File: config.mk
export PLATFORM = sky130hd
export DESIGN_NAME = cp0_irq_ctrl
export DESIGN_NICKNAME = d
export VERILOG_FILES = /design/src/rtl/cp0_irq_ctrl.sv
export SDC_FILE = /design/constraint.sdc
export NUM_CORES = 1
export LEC_CHECK = 0
export CAP_MARGIN = 20
export CORE_MARGIN = 2
export CORE_UTILIZATION = 47
export CTS_BUF_LIST = sky130_fd_sc_hd__clkbuf_8
export CTS_CLUSTER_DIAMETER = 200
export DETAILED_ROUTE_END_ITERATION = 16
export PLACE_DENSITY = 0.9
export SLEW_MARGIN = 10
export SYNTH_ARGS = -nofsm -noshare
export SYNTH_HDL_FRONTEND = slang
export SYNTH_SLANG_ARGS = --single-unit
File: constraint.sdc
create_clock -name Clk -period 5.76 [get_ports Clk]
set_input_delay 0.864 -clock Clk [delete_from_list [all_inputs] [get_ports Clk]]
set_output_delay 0.864 -clock Clk [all_outputs]
set_load 0.01 [all_outputs]
File: src/rtl/cp0_irq_ctrl.sv
// CP0 interrupt controller: SR/Cause/EPC/PrID registers plus interrupt-entry and eret
// redirect sequencing for the M stage.
module cp0_irq_ctrl #(
    parameter logic [31:0] HANDLER = 32'h00004180
) (
    input  logic        Clk,
    input  logic        Clr,
    input  logic [5:0]  HWInt,
    input  logic [31:0] PCM,
    input  logic        ValidM,
    input  logic        BDM,
    input  logic        WE,
    input  logic [4:0]  A,
    input  logic [31:0] DIn,
    input  logic        ERET,
    output logic [31:0] DOut,
    output logic        InterruptRequest,
    output logic [31:0] RedirectPC,
    output logic        RedirectEn
);

    typedef enum logic [1:0] {ST_IDLE, ST_ENTER, ST_HANDLER} state_t;

    localparam logic [31:0] PRID = 32'h4D495053;

    state_t      state_q, state_d;
    logic [5:0]  im_q, im_d;
    logic        exl_q, exl_d;
    logic        ie_q, ie_d;
    logic [31:0] epc_q, epc_d;
    logic        bd_q, bd_d;
    logic [5:0]  ip_q, ip_d;

    logic        pending;
    logic        eret_go;
    logic        enter_go;
    logic [31:0] epc_entry;
    logic        irq_c;
    logic        ren_c;
    logic [31:0] rpc_c;

    assign pending   = (|(HWInt & im_q)) & ie_q & ~exl_q;
    assign eret_go   = ERET & ValidM & (state_q != ST_ENTER);
    // eret takes priority over a coincident pending line; it is re-evaluated next cycle
    assign enter_go  = (state_q == ST_IDLE) & pending & ValidM & ~ERET;
    assign epc_entry = BDM ? (PCM - 32'd4) : PCM;
    assign ip_d      = HWInt;

    always_comb begin
        state_d = state_q;
        im_d    = im_q;
        exl_d   = exl_q;
        ie_d    = ie_q;
        epc_d   = epc_q;
        bd_d    = bd_q;
        irq_c   = 1'b0;
        ren_c   = 1'b0;
        rpc_c   = 32'h0;

        if (WE && !enter_go) begin
            if (A == 5'd12) begin
                im_d  = DIn[15:10];
                exl_d = DIn[1];
                ie_d  = DIn[0];
            end else if (A == 5'd14) begin
                epc_d = {DIn[31:2], 2'b00};
            end
        end

        if (eret_go) begin
            exl_d = 1'b0;
            ren_c = 1'b1;
            rpc_c = epc_q;
        end

        case (state_q)
            ST_IDLE: begin
                if (enter_go) begin
                    state_d = ST_ENTER;
                    epc_d   = {epc_entry[31:2], 2'b00};
                    bd_d    = BDM;
                    exl_d   = 1'b1;
                end
            end
            ST_ENTER: begin
                state_d = ST_HANDLER;
                irq_c   = 1'b1;
                ren_c   = 1'b1;
                rpc_c   = HANDLER;
            end
            ST_HANDLER: begin
                if (eret_go) state_d = ST_IDLE;
            end
            default: state_d = ST_IDLE;
        endcase
    end

    always_ff @(posedge Clk or posedge Clr) begin
        if (Clr) begin
            state_q <= ST_IDLE;
            im_q    <= 6'h0;
            exl_q   <= 1'b0;
            ie_q    <= 1'b0;
            epc_q   <= 32'h0;
            bd_q    <= 1'b0;
            ip_q    <= 6'h0;
        end else begin
            state_q <= state_d;
            im_q    <= im_d;
            exl_q   <= exl_d;
            ie_q    <= ie_d;
            epc_q   <= epc_d;
            bd_q    <= bd_d;
            ip_q    <= ip_d;
        end
    end

    // Gating with Clr keeps a combinational eret redirect from leaking out during reset
    assign InterruptRequest = irq_c & ~Clr;
    assign RedirectEn       = ren_c & ~Clr;
    assign RedirectPC       = Clr ? 32'h0 : rpc_c;

    always_comb begin
        DOut = 32'h0;
        case (A)
            5'd12:   DOut = {16'h0, im_q, 8'h0, exl_q, ie_q};
            5'd13:   DOut = {bd_q, 15'h0, ip_q, 10'h0};
            5'd14:   DOut = epc_q;
            5'd15:   DOut = PRID;
            default: DOut = 32'h0;
        endcase
    end

endmodule

==> metrics.txt, run 1 <==
outcome=finished clean; port bufs=roughly 140; M2 GR Usage=a little under half; Worst-path clk slew=around 0.09 ns; Synth Area in Compound Gates=approximately 7.4%; Root Buffer=clkbuf_8; violation count after the first detailed-routing iteration=between 150 and 200; async set-reset flop share out of synthesis=100%; multiplexer area fraction after synthesis=around a fifth; hold_buf cts=0; Avg Cell Area, Syn=just under 10 um^2; GRT met3 Usage=roughly 5.1%; initial antenna violation count=0; Power Density=~240 mW/mm^2; Setup TNS Final=0 ns; Overflow after GRT=0; period utilization=74.4%; fillers=500; fin. max-slew vios=0; library cells used by synthesis=between 40 and 50; Max H-tree Level=2; worst-path fanout max=15; Lkg Pwr=around 0.0023 uW; Core ar.=0.00687 mm^2; TritonCTS clock tree=yes; routing usage on met1=around a third; Synth Area in Adders=less than 1%; GPL Wtd Cong=0.921; post-synthesis simple-gate area fraction=26.5%; setup slack after layout=between 1 and 1.5 ns; I/O pin count=~150; CP Launch Type=primary input; first-pass GRT wire length=roughly 16 mm; count of final setup violators=0; Tightest Pin Transition=1.03 ns; MaxCap Viol Count=0; layout cells sized above 1=under 10%; largest net degree at the start of global routing=50; Die X=88.9 um; GRT busiest layer=met2; Post-CTS Setup Bufs=0; DRC violations left=0; Synth Net Count=between 400 and 500; Post-CTS Resized=0; CTS Buf Count=5; Main synth FF type=dfrtp_1; register-to-register path setup slack=around 3.2 ns; Ant. Diodes=0; net count reported at finish=roughly 570; DP Wirelength=7.48 mm; maximum clock frequency=between 200 and 250 MHz; Setup Skew=around 0.0075 ns; worst skew pair latency=approximately 0.3 ns; Synth Area in XOR/XNOR=roughly 7%; P&R area growth vs syn=49.4%; final core utilization=roughly three quarters; WP data arrival=approximately 3.4 ns; Synth Instances=roughly 350; Required @ worst endpoint=~5 ns; worst setup slack after placement=approximately 1.5 ns; relative slew slack=31.5%; CP Class=in -> out; setup repair after global routing missed its margin=no; vias in the first global route=between 3000 and 4000; wire length per cell=~18 um; largest family of logic cells by synthesized area=simple AND/OR/NAND/NOR gates; DR vias=about 3200; Rows=30; Worst setup EP type=output pin; final hold violation count=0; Post-synth EDFFs=0; vias per cell=5.51; hold crit path type=reg -> reg; crit path time final=~4.3 ns; Synth Warn #=0; Initial Utilization=approximately half; cell area after synthesis=0.00338 mm^2; first-pass iteration count of the detailed router=4; Seq/Total Area, Yosys=a little over a third; hold_ws=approximately 0.53 ns; Die ar.=slightly below 0.008 mm^2; clock sinks=between 40 and 50; Max Root-Sink Buffers=2; Worst VDD drop=approximately 130 uV; die outline height=~90 um; Routed Antenna Nets=0; overall routed net length=approximately 10 mm; number of synthesized register bits=49; gr usage total=25.6%
-- kinds of logic after synthesis --
logic type	after synthesis
muxes	64
DFF	49
buffers and inverters	26
adders and majority gates	1
AOI/OAI and AO/OA	40
and+or+nand+nor	145
xor gates and xnor gates	27
-- worst max-delay path: stages --
cell and delay (ns):
clkdlybuf4s50_1 0.73, nor2b_1 0.75, buf_4 0.32, a21oi_1 0.09, nor2_1 0.08, clkdlybuf4s50_1 0.57
-- path summary, 6_finish.rpt --
check | end | startpoint | cells after the start
max in group asynchronous | epc_q[28] | Clr | 3
min in group asynchronous | ie_q | Clr | 2
setup / recovery | DOut[31] | A[0] | 6
hold / removal | bd_q | bd_q | 1
setup reg to reg | im_q[2] | state_q[1] | 4
hold reg to reg | bd_q | bd_q | 1
-- per-layer routing --
metal  vias to the layer above  wire (um)
met5                         -          0
met3                         9        803
met2                       136       5260
li1                       1505          -
met4                         0         76
met1                      1558       4110
-- cell usage after synthesis, types with 4 or more instances --
cell type	number	area share [%]
mux2_2	8	2.7
nand2_1	20	2.2
nor3_1	11	1.6
mux2i_1	56	17
and2_1	29	5.4
nor2_1	23	2.6
nor4_1	6	1.1
clkbuf_1	15	1.7
a21oi_1	8	1.2
nor4_2	4	1.5
xnor2_1	26	6.7
a21o_1	12	2.7
or2_2	5	0.92
dfrtp_1	49	36
buf_2	4	0.59
nand3_1	5	0.74
o21ai_0	12	1.8
and3_1	15	2.8
nor2b_1	4	0.74
-- sequential cells by signal, indices dropped and copies added, names as in the netlist --
name,count
ie_q,1
im_q,6
state_q,2
ip_q,6
exl_q,1
bd_q,1
epc_q,32
-- power breakdown --
part	leakage (uW)	total, uW	switching (uW)	internal [uW]
Clock	0.0000681	292	120	173
Sequential	0.000610	559	94.6	464
Combinational	0.00158	352	148	204
Total	0.00226	1200	362	841
-- metrics by stage --
stage | instances | cell area (um^2) | total power, uW
global placement | 572 | 4880 | 890
CTS | 580 | 5010 | 1200
global route | 582 | 5050 | 1270
floorplan | 352 | 3380 | 731
finish | 582 | 5050 | 1200
detailed placement | 572 | 4880 | 911
-- cells in the final DEF, fill, tap and decap left out, types with 3 or more instances in the layout --
cell type	n
clkdlybuf4s50_1	144
mux2i_1	56
dfrtp_1	49
and2_1	29
xnor2_1	26
nor2_1	23
nand2_1	20
and3_1	15
a21o_1	12
o21ai_0	12
nor3_1	10
a21oi_1	8
mux2_2	8
nor4_1	6
or2_2	5
clkbuf_8	5
nor2b_1	4
nor4_2	4
nand3_1	4
or4_1	3
a22oi_1	3
nor4_4	3
buf_4	3
-- layout make-up --
cell class,count,area (um^2),share of cell area [%]
clock buffers,5,68.8,1.36
clock inverters,3,65.1,1.29
inverters,3,11.3,0.223
multi-input cells,277,2060,40.7
flip-flops and latches,49,1230,24.3
well taps,96,120,2.38
repair buffers,149,1500,29.8
Power figures use the tool's default switching activity.
==> inputs of run 2 (changes only) <==
--- a/config.mk
+++ b/config.mk
@@ -7,11 +7,11 @@
 export LEC_CHECK = 0
 export CAP_MARGIN = 20
 export CORE_MARGIN = 2
-export CORE_UTILIZATION = 47
+export CORE_UTILIZATION = 44
 export CTS_BUF_LIST = sky130_fd_sc_hd__clkbuf_8
 export CTS_CLUSTER_DIAMETER = 200
 export DETAILED_ROUTE_END_ITERATION = 16
-export PLACE_DENSITY = 0.9
+export PLACE_DENSITY = 0.85
 export SLEW_MARGIN = 10
 export SYNTH_ARGS = -nofsm -noshare
 export SYNTH_HDL_FRONTEND = slang
==> constraint.sdc (replaced) <==
create_clock -name Clk -period 4.4 [get_ports Clk]
set_input_delay 0.66 -clock Clk [delete_from_list [all_inputs] [get_ports Clk]]
set_output_delay 0.66 -clock Clk [all_outputs]
set_load 0.01 [all_outputs]
==> metrics.txt, run 2 (same netlist as run 1, synthesis figures left out) <==
Lkg Pwr=0.00225 uW (was 0.00226 uW); relative slew slack=53.4% (was 31.5%); cell area after placement=0.00493 mm^2 (was 0.00488 mm^2); most common cell after layout, fill and taps aside=clkdlybuf4s50_1 (unchanged); initial antenna violation count=0 (unchanged); CP max-delay cell=clkdlybuf4s50_1 (was nor2b_1); Die ar.=0.00841 mm^2 (was 0.00790 mm^2); Max H-tree Level=2 (unchanged); largest net degree at the start of global routing=50 (unchanged); Overflow after GRT=0 (unchanged); Routed Antenna Nets=0 (unchanged); Worst VDD drop=135 uV (was 129 uV); Reg with most FFs=epc_q (unchanged); first-pass GRT wire length=16.1 mm (was 15.5 mm); Post-CTS Setup Bufs=0 (unchanged); GPL Wtd Cong=0.841 (was 0.921); fin. max-slew vios=0 (unchanged); Power Density=293 mW/mm^2 (was 238 mW/mm^2); vias in the first global route=3238 (was 3110); Ant. Diodes=0 (unchanged); internal cell power=992 uW (was 841 uW); period utilization=about 79%; violation count after the first detailed-routing iteration=101 (was 165); DRC violations left=0 (unchanged); number of flip-flops in the largest register=32 (unchanged); most frequent cells in the layout=clkdlybuf4s50_1, mux2i_1, dfrtp_1, and2_1, xnor2_1 (unchanged); Root Buffer=clkbuf_8 (unchanged); DP Wirelength=7.60 mm (was 7.48 mm); CP max stage delay=0.87 ns (was 0.75 ns); Worst-path clk slew=0.09 ns (about the same); count of final setup violators=0 (unchanged); die outline height=91.7 um (was 88.9 um); worst skew pair latency=0.31 ns (was 0.30 ns); TritonCTS clock tree=yes (unchanged); Setup Skew=0.00859 ns (was 0.00746 ns); net count reported at finish=571 (was 567); Worst setup EP type=output pin (unchanged); Required @ worst endpoint=3.74 ns (was 4.90 ns); layout cells sized above 1=8.78% (was 8.02%); P&R area growth vs syn=49.2% (was 49.4%); final hold violation count=0 (unchanged); gr usage total=23.9% (was 25.6%); clock sinks=49 (unchanged); Setup TNS Final=0 ns (unchanged); DR vias=3169 (was 3208); CTS Buf Count=5 (unchanged); worst setup slack after placement=0.944 ns (was 1.52 ns); MaxCap Viol Count=0 (unchanged); Clock power frac=19.5% (was 24.3%); biggest regs=epc_q (32), im_q (6), ip_q (6) (unchanged); I/O pin count=147 (unchanged); crit-path cells=clkdlybuf4s50_1, and3_1, a21o_1, clkdlybuf4s50_1 (was clkdlybuf4s50_1, nor2b_1, buf_4, a21oi_1, nor2_1, clkdlybuf4s50_1); overall routed net length=10.2 mm (was 10.3 mm); outcome=finished clean (unchanged); maximum clock frequency=289 MHz; CP Launch Type=primary input (unchanged); hold_buf cts=0 (unchanged); crit path time final=3.46 ns; worst-path fanout max=15 (unchanged); wire length per cell=17.3 um (was 17.6 um); final core utilization=68.5% (was 73.6%); hold crit path type=reg -> reg (unchanged); vias per cell=5.38 (was 5.51); Design Area, Final=0.00505 mm^2 (about the same); first-pass iteration count of the detailed router=4 (unchanged); setup repair after global routing missed its margin=no (unchanged); Reg power frac=49.1% (was 46.4%); combinational power share=31.5% (was 29.2%); CP Class=in -> out (unchanged); setup slack after layout=0.940 ns (was 1.47 ns); Initial Utilization=45.9% (was 49.3%); Die X=91.7 um (was 88.9 um); most used cell along the critical path=clkdlybuf4s50_1 (unchanged); port bufs=144 (unchanged); Tightest Pin Transition=0.696 ns (was 1.03 ns); WP data arrival=2.80 ns (was 3.42 ns); NetSw=488 uW (was 362 uW); Core ar.=0.00737 mm^2 (was 0.00687 mm^2); Max Root-Sink Buffers=2 (unchanged); Post-CTS Resized=0 (unchanged); fillers=583 (was 500); switch share=33.0% (was 30.1%); Rows=31 (was 30)
[run 2: cell count changes in the layout (fill, tap and decap cells not counted)]
cell	before	now
inv_6	0	2
bufinv_16	2	0
clkinvlp_4	0	1
clkinv_2	1	0
buf_4	3	7
[run 2: cell type report]
class | count | area, um^2 | share of cell area [%]
inverter | 3 | 11.3 | 0.223
tap | 99 | 124 | 2.45
sequential | 49 | 1230 | 24.3
clock buffer | 5 | 68.8 | 1.36
clock inverter | 3 | 25.0 | 0.496
multi-input combinational | 277 | 2060 | 40.8
timing repair buffer | 153 | 1530 | 30.4
[run 2: final timing paths]
check	end	cells past startpoint	slack [ns]	start
min in group asynchronous	ie_q	2	0.85	Clr
worst min-delay path	bd_q	1	0.52	bd_q
worst max-delay path	DOut[19]	4	0.94	A[0]
worst min register to register	bd_q	1	0.52	bd_q
worst max register to register	bd_q	4	2.32	state_q[1]
max in group asynchronous	epc_q[22]	3	3.01	Clr
[run 2: per-layer routing]
layer / GRT usage, % / share of wire, % / wire, um / up-vias
met5: 0 / 0 / 0 / -
li1: - / - / - / 1514
met1: 29.9 / 43 / 4330 / 1520
met3: 5.34 / 7.0 / 714 / 10
met2: 42.6 / 49 / 5020 / 125
met4: 4.35 / 0.99 / 101 / 0
[run 2: through the flow]
step           power [uW]  cells  hold slack, ns
5_1_grt              1580    589           0.547
2_1_floorplan         957    352           0.481
3_3_place_gp         1170    579           0.504
3_5_place_dp         1200    580           0.506
4_1_cts              1490    588           0.529
6_report             1480    589           0.524
[run 2: power by group through the flow]
stage | clock network, uW | registers, uW | logic (uW)
CTS | 292 | 726 | 467
finish | 288 | 727 | 466
global placement | 0 | 727 | 444
floorplan | 0 | 689 | 269
detailed placement | 0 | 733 | 468
global route | 315 | 748 | 514
[run 2: critical path, delay by kind of cell]
kind,cells,cell delay [ns]
buf+inv,2,1.41
simple gates,1,0.58
compound gates,1,0.14
